<file path="config.mk">
export PLATFORM = sky130hd
export DESIGN_NAME = reg_file_nx_flat
export DESIGN_NICKNAME = d
export VERILOG_FILES = /design/src/rtl/reg_file_pkg.sv /design/src/rtl/reg_file_nx_if.sv /design/src/rtl/pair_incdec.sv /design/src/rtl/reg_file_nx.sv /design/src/flat_wrapper.sv
export SDC_FILE = /design/constraint.sdc
export NUM_CORES = 1
export LEC_CHECK = 0
export CAP_MARGIN = 20
export CORE_UTILIZATION = 41
export CTS_CLUSTER_SIZE = 40
export DETAILED_ROUTE_END_ITERATION = 10
export HOLD_SLACK_MARGIN = 0.12
export PLACE_DENSITY = 0.64
export SLEW_MARGIN = 10
export SYNTH_ARGS = -nofsm -noshare
export SYNTH_HDL_FRONTEND = slang
export SYNTH_SLANG_ARGS = --single-unit
</file>
<file path="constraint.sdc">
create_clock -name CLK -period 2.76 [get_ports CLK]
set_input_delay 0.276 -clock CLK [delete_from_list [all_inputs] [get_ports CLK]]
set_output_delay 0.276 -clock CLK [all_outputs]
set_load 0.05 [all_outputs]
</file>
<file path="src/rtl/reg_file_pkg.sv">
// Shared types and defaults for the parametrised register file and its control unit.
package reg_file_pkg;

  localparam int unsigned DEF_WIDTH = 8;
  localparam int unsigned DEF_NREGS = 8;

  typedef enum logic [1:0] {
    PAIR_NONE = 2'b00,
    PAIR_INC  = 2'b01,
    PAIR_DEC  = 2'b10,
    PAIR_RSVD = 2'b11
  } pair_op_e;

  // Pair-select width; kept at least one bit so a two-register file still has a port.
  function automatic int unsigned pair_sel_w(input int unsigned nregs);
    int unsigned aw;
    aw = $clog2(nregs);
    return (aw > 1) ? aw - 1 : 1;
  endfunction

endpackage

</file>
<file path="src/rtl/reg_file_nx_if.sv">
// Register-file port bundle: write port, two read ports and the pair pointer port.
interface reg_file_nx_if
  import reg_file_pkg::*;
#(
  parameter int unsigned WIDTH = DEF_WIDTH,
  parameter int unsigned NREGS = DEF_NREGS
);
  localparam int unsigned AW = $clog2(NREGS);
  localparam int unsigned PW = pair_sel_w(NREGS);

  logic               WR_EN;
  logic [AW-1:0]      WR_ADDR;
  logic [WIDTH-1:0]   WR_DATA;
  logic [AW-1:0]      RA_ADDR;
  logic [WIDTH-1:0]   RA_DATA;
  logic [AW-1:0]      RB_ADDR;
  logic [WIDTH-1:0]   RB_DATA;
  pair_op_e           PAIR_OP;
  logic [PW-1:0]      PAIR_SEL;
  logic [2*WIDTH-1:0] PAIR_DATA;
  logic               PAIR_WRAP;

  modport master (
    output WR_EN, WR_ADDR, WR_DATA, RA_ADDR, RB_ADDR, PAIR_OP, PAIR_SEL,
    input  RA_DATA, RB_DATA, PAIR_DATA, PAIR_WRAP
  );

  modport slave (
    input  WR_EN, WR_ADDR, WR_DATA, RA_ADDR, RB_ADDR, PAIR_OP, PAIR_SEL,
    output RA_DATA, RB_DATA, PAIR_DATA, PAIR_WRAP
  );

endinterface

</file>
<file path="src/rtl/pair_incdec.sv">
// Combinational +/-1 on a register pair; wrap flags an increment from all-ones or a decrement from zero.
module pair_incdec
  import reg_file_pkg::*;
#(
  parameter int unsigned W2 = 2 * DEF_WIDTH
) (
  input  logic [W2-1:0] i_operand,
  input  pair_op_e      i_op,
  output logic [W2-1:0] o_result,
  output logic          o_wrap
);

  always_comb begin
    o_result = i_operand;
    o_wrap   = 1'b0;
    case (i_op)
      PAIR_INC: begin
        o_result = i_operand + W2'(1);
        o_wrap   = &i_operand;
      end
      PAIR_DEC: begin
        o_result = i_operand - W2'(1);
        o_wrap   = ~|i_operand;
      end
      default: ;
    endcase
  end

endmodule

</file>
<file path="src/rtl/reg_file_nx.sv">
// Parametrised register file: two combinational read ports, one write port, pair inc/dec.
// Optional write-through on the A/B read ports when REG_FILE_BYPASS_EN is defined.
module reg_file_nx
  import reg_file_pkg::*;
#(
  parameter int unsigned      WIDTH     = DEF_WIDTH,
  parameter int unsigned      NREGS     = DEF_NREGS,
  parameter logic [WIDTH-1:0] RESET_VAL = '0
) (
  input logic          CLK,
  input logic          RESET,
  reg_file_nx_if.slave bus
);

  localparam int unsigned AW     = $clog2(NREGS);
  localparam int unsigned NPAIRS = NREGS / 2;

  logic [WIDTH-1:0]   r_regs [NREGS];
  logic               r_pair_wrap;

  logic [WIDTH-1:0]   w_ra_data;
  logic [WIDTH-1:0]   w_rb_data;
  logic               w_wr_ok;
  logic               w_pair_ok;
  logic [AW-1:0]      w_lo_idx;
  logic [AW-1:0]      w_hi_idx;
  logic [2*WIDTH-1:0] w_pair_data;
  logic [2*WIDTH-1:0] w_pair_next;
  logic               w_wrap;
  logic               w_collide;
  logic               w_op_exec;

  function automatic logic in_range(input logic [AW-1:0] a);
    return 32'(a) < NREGS;
  endfunction

  assign w_wr_ok   = bus.WR_EN && in_range(bus.WR_ADDR);
  assign w_pair_ok = 32'(bus.PAIR_SEL) < NPAIRS;
  assign w_lo_idx  = AW'({bus.PAIR_SEL, 1'b0});
  assign w_hi_idx  = w_lo_idx | AW'(1);

  // Read muxes; out-of-range indices read zero.
  always_comb begin
    w_ra_data = '0;
    w_rb_data = '0;
    if (in_range(bus.RA_ADDR)) w_ra_data = r_regs[bus.RA_ADDR];
    if (in_range(bus.RB_ADDR)) w_rb_data = r_regs[bus.RB_ADDR];
`ifdef REG_FILE_BYPASS_EN
    if (w_wr_ok && (bus.WR_ADDR == bus.RA_ADDR)) w_ra_data = bus.WR_DATA;
    if (w_wr_ok && (bus.WR_ADDR == bus.RB_ADDR)) w_rb_data = bus.WR_DATA;
`endif
  end

  always_comb begin
    w_pair_data = '0;
    if (w_pair_ok) w_pair_data = {r_regs[w_hi_idx], r_regs[w_lo_idx]};
  end

  // A write landing in either half of the selected pair cancels the pair op.
  assign w_collide = w_wr_ok && ((bus.WR_ADDR | AW'(1)) == w_hi_idx);
  assign w_op_exec = w_pair_ok && !w_collide &&
                     ((bus.PAIR_OP == PAIR_INC) || (bus.PAIR_OP == PAIR_DEC));

  pair_incdec #(
    .W2 (2 * WIDTH)
  ) u_pair_incdec (
    .i_operand (w_pair_data),
    .i_op      (bus.PAIR_OP),
    .o_result  (w_pair_next),
    .o_wrap    (w_wrap)
  );

  always_ff @(posedge CLK) begin
    if (RESET) begin
      for (int unsigned i = 0; i < NREGS; i++) r_regs[i] <= RESET_VAL;
      r_pair_wrap <= 1'b0;
    end else begin
      if (w_wr_ok) r_regs[bus.WR_ADDR] <= bus.WR_DATA;
      if (w_op_exec) begin
        r_regs[w_hi_idx] <= w_pair_next[2*WIDTH-1:WIDTH];
        r_regs[w_lo_idx] <= w_pair_next[WIDTH-1:0];
      end
      r_pair_wrap <= w_op_exec && w_wrap;
    end
  end

  assign bus.RA_DATA   = w_ra_data;
  assign bus.RB_DATA   = w_rb_data;
  assign bus.PAIR_DATA = w_pair_data;
  assign bus.PAIR_WRAP = r_pair_wrap;

endmodule
</file>
<file path="src/flat_wrapper.sv">
// flat-port wrapper written by rule: the top's interface ports become plain ports
module reg_file_nx_flat import reg_file_pkg::*;
#(
  parameter int unsigned      WIDTH     = DEF_WIDTH,
  parameter int unsigned      NREGS     = DEF_NREGS,
  parameter logic [WIDTH-1:0] RESET_VAL = '0
)
  (CLK, RESET, bus_WR_EN, bus_WR_ADDR, bus_WR_DATA, bus_RA_ADDR, bus_RB_ADDR, bus_PAIR_OP, bus_PAIR_SEL, bus_RA_DATA, bus_RB_DATA, bus_PAIR_DATA, bus_PAIR_WRAP);
  reg_file_nx_if #(.WIDTH(WIDTH), .NREGS(NREGS)) bus_i ();
  input logic CLK;
  input logic RESET;
  input wire logic [$bits(bus_i.WR_EN)-1:0] bus_WR_EN;
  input wire logic [$bits(bus_i.WR_ADDR)-1:0] bus_WR_ADDR;
  input wire logic [$bits(bus_i.WR_DATA)-1:0] bus_WR_DATA;
  input wire logic [$bits(bus_i.RA_ADDR)-1:0] bus_RA_ADDR;
  input wire logic [$bits(bus_i.RB_ADDR)-1:0] bus_RB_ADDR;
  input wire logic [$bits(bus_i.PAIR_OP)-1:0] bus_PAIR_OP;
  input wire logic [$bits(bus_i.PAIR_SEL)-1:0] bus_PAIR_SEL;
  output wire logic [$bits(bus_i.RA_DATA)-1:0] bus_RA_DATA;
  output wire logic [$bits(bus_i.RB_DATA)-1:0] bus_RB_DATA;
  output wire logic [$bits(bus_i.PAIR_DATA)-1:0] bus_PAIR_DATA;
  output wire logic [$bits(bus_i.PAIR_WRAP)-1:0] bus_PAIR_WRAP;
  assign bus_i.WR_EN = bus_WR_EN;
  assign bus_i.WR_ADDR = bus_WR_ADDR;
  assign bus_i.WR_DATA = bus_WR_DATA;
  assign bus_i.RA_ADDR = bus_RA_ADDR;
  assign bus_i.RB_ADDR = bus_RB_ADDR;
  assign bus_i.PAIR_OP = bus_PAIR_OP;
  assign bus_i.PAIR_SEL = bus_PAIR_SEL;
  assign bus_RA_DATA = bus_i.RA_DATA;
  assign bus_RB_DATA = bus_i.RB_DATA;
  assign bus_PAIR_DATA = bus_i.PAIR_DATA;
  assign bus_PAIR_WRAP = bus_i.PAIR_WRAP;
  reg_file_nx #(.WIDTH(WIDTH), .NREGS(NREGS), .RESET_VAL(RESET_VAL)) u_core (.CLK(CLK), .RESET(RESET), .bus(bus_i));
endmodule
</file>
### Word-level counts from Yosys, hierarchy flattened

Memories as Yosys holds them, arrays and structs flattened.
Cells that the tools add are included.

* ROM bits: 0
* memories kept: 1
* memory bits (writable): 64
* input bits: 24
* bits in latches: 0
* output and inout port bits: 33
* register bits after elaboration: 1

* multiplexer cells: 19
* $lt $le $gt $ge: 0
* shift-type cells: 0
* add/sub/neg operators: 2
* reductions and logical operators: 11
* div/mod/pow operators: 0
* bitwise operators: 0
* multipliers: 0
* equal/unequal tests: 3

Memories
* u_core.r_regs: words 8, bits a word 8, read ports 4, clocked after Yosys merged registers in 0, write ports 8, RTL line reg_file_nx.sv:18 `logic [WIDTH-1:0] r_regs [NREGS];`

Operator list (number)
* $pmux 16 s2: 1
* $mux 8: 3
* $reduce_or 8->1: 3
* $add 16x1->16 const B: 1
* $reduce_and 16->1: 1
* $reduce_or 16->1: 1
* $sub 16x1->16 const B: 1
* $mux 1: 11
* $mux 3: 3
* $logic_and 1x1->1: 3
* $eq 2x1->1 const B: 1
* $eq 2x2->1: 1
* $eq 2x2->1 const B: 1
* $logic_not 1->1: 2
* $pmux 1 s2: 1
* $logic_or 1x1->1: 1

### Logic depth before layout (Yosys ltp)

Gate-level depths: netlist of the first run.

* depth after elaboration: 9
* mapped depth: 12

### Modules after synthesis

Synthesis of the first run repeated with hierarchy kept, for this count alone.

* cell total of the unflattened synthesis: 497
* area total of the unflattened synthesis: 5754.3 um^2

Modules (own cells, without submodules)
* reg_file_nx: cells each 275, area each 4360.4 um^2, times used 1
* pair_incdec: cells each 222, area each 1393.8 um^2, times used 1

### Worst setup path before layout of the first run

No wires, ideal clock.

* path type: input to register
* start point: in bus_PAIR_SEL[0]
* end point: mem u_core.r_regs[3][3] in the netlist's numbering, data pin
* required time: 2.504 ns
* path slack: -0.600 ns
* setup time: 0.256 ns
* stages: 9
* arrival: 3.104 ns
* cells stage by stage: buf_6 -> mux4_1 -> ha_1 -> a21oi_1 -> or3b_1 -> o2bb2ai_2 -> o211ai_1 -> xor2_1 -> a22o_1

RTL lines
* start, declared: RTL line flat_wrapper.sv:18 `input wire logic [$bits(bus_i.PAIR_SEL)-1:0] bus_PAIR_SEL;`
* end, declared: RTL line reg_file_nx.sv:18

==> key figures, run 1 <==
Yosys
  – Synth unique cells: 55
  – Post-synth EDFFs: 64
  – Post-Syn Nets: 473
  – Synthesized cell area: between 5000 and 6000 sq um
  – Cells after Synth: around 430
  – Syn Area/Cell: roughly 12 sq um
  – Async S/R FF share, synth: 0
  – Main synth FF type: edfxtp_1
  – Seq cells post-synth: 65
  – Synth warn: 0
  – Register area share after synthesis: 0.3700

Die
  – Row cnt: 40
  – Total I/O pin count: 57
  – Core region area: approximately 12000 sq um
  – Die area: approximately 13000 sq um
  – Width of the die: 115.1 um
  – Initial Util: 0.4281
  – Die H: between 100 and 150 um

Finish
  – Fillers: 963
  – Most frequent cells in the layout: buf_4 (166), edfxtp_1 (64), mux4_2 (48), a22o_1 (48), nand2_1 (30)
  – Layout cells sized above 1: 0.5057
  – Synthesis-to-layout area growth: 45.20%
  – Antenna diodes: 0
  – Nets: 650
  – Commonest non-fill, non-tap cell in the layout: buf_4

Routing
  – Vias per inst: ~6.3
  – Routed WL per cell: 24.83 um
  – DR iter-0 viols: slightly above 400
  – Vias: around 4900
  – Total Wirelength: a little under 20 mm
  – Drt drc: 0
  – Antenna Nets Post-Route: 0
  – DR pass1 iterations: 5

GRT
  – Vias in the first global route: between 4000 and 5000
  – Met1 usage: 0.4021
  – Met3 Use GR: 0.04270
  – Met2 Usage GRT: 0.4876
  – First-pass GRT wire length: 28.59 mm
  – Initial antenna violation count: 0
  – Gr usage total: 0.3038
  – Layer with the highest usage: met2
  – Largest net degree at the start of global routing: 17
  – GR Overflow Total: 0

Setup path
  – Critical path type: register to register
  – Reg2Reg Setup Slack: -0.14 ns
  – Worst Setup End Kind: register
  – Worst Path Max Fanout: 6
  – FF-to-FF End: u_core.r_regs[5][5]
  – CP startpoint kind: register
  – R2R cell count: 8
  – CP max stage cell: mux4_2
  – Delay of the slowest critical-path stage: between 0.5 and 0.6 ns
  – Worst endpoint required time: ~2.8 ns
  – CP Cell Sequence: mux4_2 > ha_4 > a21o_1 > or3b_4 > o2bb2ai_4 > or4b_4 > o211ai_1 > a22o_1
  – Worst flop-to-flop path startpoint: u_core.r_regs[4][2]
  – Worst Path Arrival: approximately 3 ns

Clocking
  – CTS HTree Levels: 3
  – Max Buffers Root-to-Sink: 2
  – Clk slew on worst S/H paths: about 0.050 ns
  – CTS tree: yes
  – CTS sink cnt: between 60 and 70
  – Total CTS buffers: 9
  – Skew-Pair Late Insertion Delay: 0.33 ns
  – CTS root buf: clkbuf_16
  – Cts-stage hold buffer count: 0

STA
  – Final setup viols: 30
  – Final setup margin: -0.1428 ns
  – Rel. slew slack: 0.3023
  – Period minus WS final: between 2 and 3 ns
  – Final clock skew: between 0.005 and 0.006 ns
  – Fin. Hold Viols: 0
  – TNS Setup: -2.387 ns
  – RSZ-0062 raised after global routing: true
  – Slew Viols, Final: 0
  – Least-Margin Pin Slew: 1.043 ns
  – Fmax: around 340 MHz
  – Final worst-path cycle share: 1.052

Power
  – Peak supply drop: around 0.35 mV
  – Leakage power: 3.032 nW
  – Pwr Total: approximately 0.0038 W
  – PwrDens: roughly 500 nW/um^2

Outcome
  – Status: finished, violations left
  – Failing checks: negative setup slack

Worst hold path
  – Hold path startpoint: bus_WR_DATA[5]
  – Hold Path Class: input port to register
  – Min-Delay Path Depth: 2
  – Hold EP: u_core.r_regs[3][5]

Placed design
  – GP Congestion: 0.8855
  – I/O Buffers: 56
  – Final HPWL DP: 13.66 mm

Flow run
  – MaxCap Viol Count: 0
logic make-up after synthesis:
logic type                 after synthesis  synth area share
and+or+nand+nor                        114            0.1170
muxes                                   71            0.2558
adders and majority gates               17           0.04195
xor gates and xnor gates                13           0.02312
buffers and inverters                   45           0.03862
DFF                                     65            0.3700
AOI/OAI and AO/OA                      107            0.1535
report_power, final:
part           leakage, nW  internal [W]  total, W  switching (W)
registers            0.676       0.00117   0.00122      0.0000537
clock network        0.122      0.000595   0.00102       0.000427
logic                 2.23      0.000693   0.00154       0.000845
flip-flops by register name, indices dropped and copies added, names as in the netlist:
signal and count:
u_core.bus.PAIR_WRAP 1, u_core.r_regs 64
how the worst max path moves through the flow:
| stage | start | to | slack [ns] | cells past startpoint |
|---|---|---|---|---|
| 2_1_floorplan | bus_PAIR_SEL[0] | u_core.r_regs[3][3] | -0.25 | 10 |
| 3_3_place_gp | bus_PAIR_SEL[0] | u_core.r_regs[1][7] | -0.71 | 10 |
| 3_5_place_dp | bus_PAIR_SEL[0] | u_core.r_regs[7][7] | -0.81 | 10 |
| 4_1_cts | u_core.r_regs[0][2] | u_core.r_regs[7][5] | -0.16 | 8 |
| 5_1_grt | u_core.r_regs[4][2] | u_core.r_regs[5][5] | -0.23 | 8 |
| 6_report | u_core.r_regs[4][2] | u_core.r_regs[5][5] | -0.14 | 8 |
critical path, delay by kind of cell (launching register included):
family          cells  cell delay (ns)
compound gates      4             0.87
simple gates        2             0.59
fa+ha+maj           1             0.26
mux                 1             0.54
flops               1             0.40
per-stage QoR:
step | cells | util | area [sq um] | hold slack (ns) | setup WS, ns
final | 781 | 0.6215 | 7621 | 0.8433 | -0.1428
after global routing | 781 | 0.6215 | 7621 | 0.8682 | -0.2337
after CTS | 770 | 0.6034 | 7398 | 0.8424 | -0.1552
after detailed placement | 737 | 0.5581 | 6843 | 1.028 | -0.8052
after global placement | 737 | 0.5581 | 6843 | 1.013 | -0.7058
after floorplan | 432 | - | 5394 | 0.5668 | -0.2466
repair_timing:
| action | 4_1_cts | 5_1_grt |
|---|---|---|
| cloned | 1 | 0 |
| endpoints found under the setup margin | 49 | 52 |
| gates resized for setup | 31 | 33 |
| pin swaps | 22 | 25 |
| buffers inserted | 18 | 13 |
per-layer routing:
layer | part of all wire | vias to the layer above | wire length [um]
li1 | - | 2122 | -
met1 | 0.39 | 2445 | 7557
met2 | 0.48 | 306 | 9291
met3 | 0.084 | 54 | 1627
met4 | 0.047 | 0 | 913
met5 | 0 | - | 0
cells in the mapped netlist, types with 2 or more instances:
| master | number | area share |
|---|---|---|
| buf_1 | 11 | 0.0079 |
| nand2b_1 | 4 | 0.0048 |
| o41ai_1 | 2 | 0.0033 |
| nor4_2 | 3 | 0.0072 |
| nor3_1 | 5 | 0.0048 |
| and3_1 | 6 | 0.0072 |
| o21ai_0 | 18 | 0.017 |
| inv_1 | 5 | 0.0036 |
| a21oi_1 | 12 | 0.011 |
| nand4_1 | 9 | 0.011 |
| clkbuf_1 | 19 | 0.014 |
| mux2_2 | 16 | 0.034 |
| ha_1 | 16 | 0.038 |
| nand3_1 | 9 | 0.0086 |
| o311a_1 | 4 | 0.0076 |
| or3_1 | 8 | 0.0095 |
| a22o_1 | 48 | 0.080 |
| o211ai_1 | 5 | 0.0072 |
| xor2_1 | 5 | 0.0083 |
| nand3b_1 | 2 | 0.0029 |
| o21a_1 | 3 | 0.0043 |
| nor2_1 | 21 | 0.015 |
| mux4_1 | 3 | 0.015 |
| nor2b_1 | 2 | 0.0024 |
| nand2_1 | 31 | 0.022 |
| edfxtp_1 | 64 | 0.37 |
| mux2i_1 | 7 | 0.013 |
| a21o_1 | 5 | 0.0072 |
| o21bai_1 | 2 | 0.0029 |
| mux4_2 | 45 | 0.19 |
| buf_2 | 8 | 0.0076 |
| and4b_1 | 2 | 0.0038 |
| nand4b_1 | 2 | 0.0033 |
| and2_1 | 3 | 0.0036 |
| xnor2_1 | 7 | 0.012 |
area by class of cell:
class	count	area, sq um	area share
Clock buffer	9	225.2	0.02955
Multi-Input combinational cell	322	3456	0.4535
Inverter	5	21.27	0.002791
Timing Repair Buffer	206	1730	0.2271
Clock inverter	6	36.28	0.004761
Tap cell	168	210.2	0.02758
Sequential cell	65	1942	0.2548
Note: power is estimated with default switching activity, not from simulation.
==> run 2, diff against run 1 <==
SLEW_MARGIN = 20   (was 10)
==> results of run 2 <==
Final layout, timing and power as in run 1 (identical DEF).
==> run 3, diff against run 2 <==
SYNTH_HIERARCHICAL = 1   (was unset)
==> run 3 against run 2 <==
The run still ends with negative setup slack left. First-iteration DRC count grew 15%. Final cell count grew 7.2%. Clock skew is 0.00082 ns lower. Cell area up 2.3%. Worst hold slack got worse by 0.16 ns. Clock power decreased by 6%. Combinational power down 3%. Sequential share of layout area fell by 0.57 points. Critical path depth grew 4. Utilization fell by 4.2 points. Critical path type unchanged.
==> key figures, run 3 <==
Yosys
  – Post-Syn Nets: 525 (+11%)
  – Synthesized cell area: 5754 sq um (+9.6%)
  – Syn Area/Cell: 11.58 sq um (-4.7%)
  – Async S/R FF share, synth: 0 (unchanged)
  – Cells after Synth: 497 (+15%)
  – Simple-gate share of the synthesized area: 0.1442 (+0.02712)
  – Compound-Gate Fraction of Synth Area: 0.2016 (+0.04805)
  – Largest cells by area after synthesis: edfxtp_1 (33%), mux4_2 (19%), a22o_1 (7.6%)
  – Top-area cell type share of the netlist area: 0.3340 (-0.03216)
  – Post-synth EDFFs: 64 (unchanged)
  – Register area share after synthesis: 0.3375 (-0.03250)
  – Post-synthesis mux area share: 0.2281 (-0.02769)
  – Synth warn: 6 (+6)
  – Seq cells post-synth: 65 (unchanged)
  – Synthesized-area fraction occupied by adder cells: 0.008698 (-0.03326)
  – Xor/xnor share of the synthesized area: 0.02718 (+0.004057)
  – Commonest cells in the netlist: edfxtp_1 (64), a22o_1 (50), mux4_2 (48), nand2_1 (25), nor2_1 (23)
  – Synth unique cells: 75 (+36%)
  – Synth area leader: edfxtp_1
  – Main synth FF type: edfxtp_1
  – Largest family of logic cells by synthesized area: multiplexers
  – Most frequent cell after synthesis: edfxtp_1

Placed design
  – Placed Cells: 817 (+11%)
  – I/O Buffers: 56 (unchanged)
  – Setup WS pre-CTS: -1.015 ns (-0.2093 ns)
  – GP Congestion: 0.9091 (+2.7%)
  – Final HPWL DP: 14.21 mm (+4.0%)

STA
  – Rel. slew slack: 0.4188 (+0.1165)
  – Period minus WS final: 3.122 ns (+0.2189 ns)
  – RSZ-0062 raised after global routing: true
  – Final worst-path cycle share: 1.131 (+0.07932)
  – Least-Margin Pin Slew: 0.8686 ns (-0.1741 ns)
  – Final setup margin: -0.3618 ns (-0.2189 ns)
  – Final clock skew: 0.004473 ns (-0.0008179 ns)
  – Final Hold Slack: 0.6785 ns (-0.1649 ns)
  – Fmax: 320.3 MHz (-7.0%)
  – Final setup viols: 48 (+60%)
  – Fin. Hold Viols: 0 (unchanged)
  – Slew Viols, Final: 0 (unchanged)

GRT
  – Initial antenna violation count: 0 (unchanged)
  – Vias in the first global route: 5251 (+12%)
  – First-pass GRT wire length: 29.28 mm (+2.4%)
  – GR Overflow Total: 0 (unchanged)
  – Largest net degree at the start of global routing: 26 (+9)
  – Gr usage total: 0.2740 (-0.02982)

Power
  – Peak supply drop: 0.3752 mV (+8.4%)
  – Internal: 0.002420 W (-1.4%)
  – Power share of the combinational group: 0.408 (about the same)
  – Power share of the sequential group: 0.330 (+0.007)
  – Leakage power: 3.091 nW (+2.0%)
  – Sw Ratio: 0.3397 (-0.01108)
  – Net Sw Power: 0.001245 W (-6.1%)
  – PwrDens: 470.1 nW/um^2 (-5.2%)
  – Power share of the clock group: 0.262 (-0.009)

Finish
  – Antenna diodes: 0 (unchanged)
  – Max FFs per register: 64 (unchanged)
  – Nets: 685 (+5.4%)
  – Register area: 1942 sq um (unchanged)
  – Fin cells: 837 (+7.2%)
  – Multi-input logic area: 3737 sq um (+8.1%)
  – Fillers: 1143 (+19%)
  – Layout cells sized above 1: 0.5008 (-0.004953)
  – Commonest non-fill, non-tap cell in the layout: buf_4
  – Most flop-heavy register: u_core/r_regs
  – Synthesis-to-layout area growth: 35.46%
  – Most frequent cells in the layout: buf_4 (173), edfxtp_1 (64), a22o_1 (50)

Die
  – Core region area: 13450 sq um (+9.7%)
  – Die H: 120.5 um (+4.6%)
  – Row cnt: 42 (+5.0%)
  – Die area: 14510 sq um (+9.5%)
  – Total I/O pin count: 57 (unchanged)
  – Initial Util: 0.4277 (about the same)
  – Width of the die: 120.5 um (+4.6%)

Clocking
  – Max Buffers Root-to-Sink: 2 (unchanged)
  – Clk slew on worst S/H paths: 0.05 ns (about the same)
  – CTS tree: yes
  – Total CTS buffers: 9 (unchanged)
  – CTS HTree Levels: 3 (unchanged)
  – Skew-Pair Late Insertion Delay: 0.33 ns (about the same)
  – CTS root buf: clkbuf_16
  – CTS sink cnt: 65 (unchanged)

Setup path
  – Worst endpoint required time: 2.84 ns (about the same)
  – CP startpoint kind: register
  – CP Cell Sequence: mux4_2 > xor2_1 > ha_2 > and3b_1 > o21ai_4 > buf_6 > nand2_1 > a21oi_2 > o311ai_4 > xor2_1 > nor2b_4 > a22o_2
  – Worst Path Arrival: 3.20 ns (+0.21 ns)
  – Worst path most repeated cell: xor2_1
  – Delay of the slowest critical-path stage: 0.53 ns (about the same)
  – Worst Path Max Fanout: 6 (unchanged)
  – CP max stage cell: mux4_2
  – Critical path type: register to register
  – Worst Setup End Kind: register

Routing
  – Routed WL per cell: 22.91 um (-7.7%)
  – Drt drc: 0 (unchanged)
  – Total Wirelength: 19.18 mm (-1.1%)
  – Vias per inst: 6.225 (-1.3%)
  – DR iter-0 viols: 478 (+15%)
  – Antenna Nets Post-Route: 0 (unchanged)
  – Vias: 5210 (+5.7%)
  – DR pass1 iterations: 5 (unchanged)

Outcome
  – Status: finished, violations left
  – Failing checks: negative setup slack

Worst hold path
  – Hold Path Class: input port to register

Flow run
  – MaxCap Viol Count: 0 (unchanged)
-- run 3: cell types whose count changed in the layout (fill, tap and decap cells not counted), sizes merged, moves of 4 or more --
cell	change
a21oi	+5
nor2	+5
nor3	+7
a22o	+16
a32oi	+4
ha	-12
o21ai	-8
nor2b	+19
nand2	-6
o311a	-4
-- run 3: cell families after synthesis --
group           after synthesis
mux                          69
buf+inv                      62
flops                        65
simple gates                143
xor+xnor                     17
compound gates              137
fa+ha+maj                     4
-- run 3: what timing repair did --
item,in CTS,in global routing
buffers inserted,4,0
gates resized for setup,17,7
hold buffers,0,0
pin swaps,12,5
endpoints found under the setup margin,53,52
cloned,1,0
-- run 3: per-stage QoR --
step / cell area [sq um] / power, W / TNS (ns) / utilization
CTS: 7774 / 0.003652 / -11.42 / 0.5778
global placement: 7425 / 0.002649 / -43.17 / 0.5519
global route: 7795 / 0.003800 / -17.32 / 0.5794
floorplan: 5966 / 0.002138 / -12.48 / -
finish: 7795 / 0.003665 / -12.03 / 0.5794
detailed placement: 7425 / 0.002674 / -45.01 / 0.5519
-- run 3: cell type report --
type,count,area share
sequential,65,0.2491
tap,176,0.02825
clock inverter,6,0.003371
clock buffer,9,0.02889
inverter,9,0.004334
multi-input combinational,370,0.4795
timing repair buffer,202,0.2066
-- run 3: final timing paths --
path                                     startpoint                   end  slack (ns)  cells past startpoint
worst max-delay path            u_core/r_regs[6][1]   u_core/r_regs[0][6]       -0.36                     12
worst min-delay path                bus_PAIR_SEL[0]  u_core/bus.PAIR_WRAP        0.68                      5
worst max register to register  u_core/r_regs[6][1]   u_core/r_regs[0][6]       -0.36                     12
worst min register to register  u_core/r_regs[4][5]   u_core/r_regs[6][5]        1.25                      4
-- run 3: power groups by stage --
stage,combinational [W],clock [W],sequential [W]
6_report,0.00149,0.000960,0.00121
4_1_cts,0.00148,0.000965,0.00121
3_3_place_gp,0.00143,0,0.00122
5_1_grt,0.00157,0.00101,0.00122
3_5_place_dp,0.00145,0,0.00123
2_1_floorplan,0.000925,0,0.00121
-- run 3: per-layer routing --
layer	wire [um]	share of wire	GRT usage	vias to the layer above
met1	7276	0.38	0.3363	2578
met2	9876	0.51	0.4741	236
met3	1282	0.067	0.04340	59
met5	0	0	0	-
li1	-	-	-	2337
met4	741	0.039	0.1227	0
-- run 3: critical path, delay by kind of cell, from the launching register on --
family	cells	cell delay, ns
and+or+nand+nor	3	0.40
DFF	1	0.38
adders and majority gates	1	0.20
AOI/OAI and AO/OA	4	0.84
buffers and inverters	1	0.15
xor gates and xnor gates	2	0.37
muxes	1	0.53
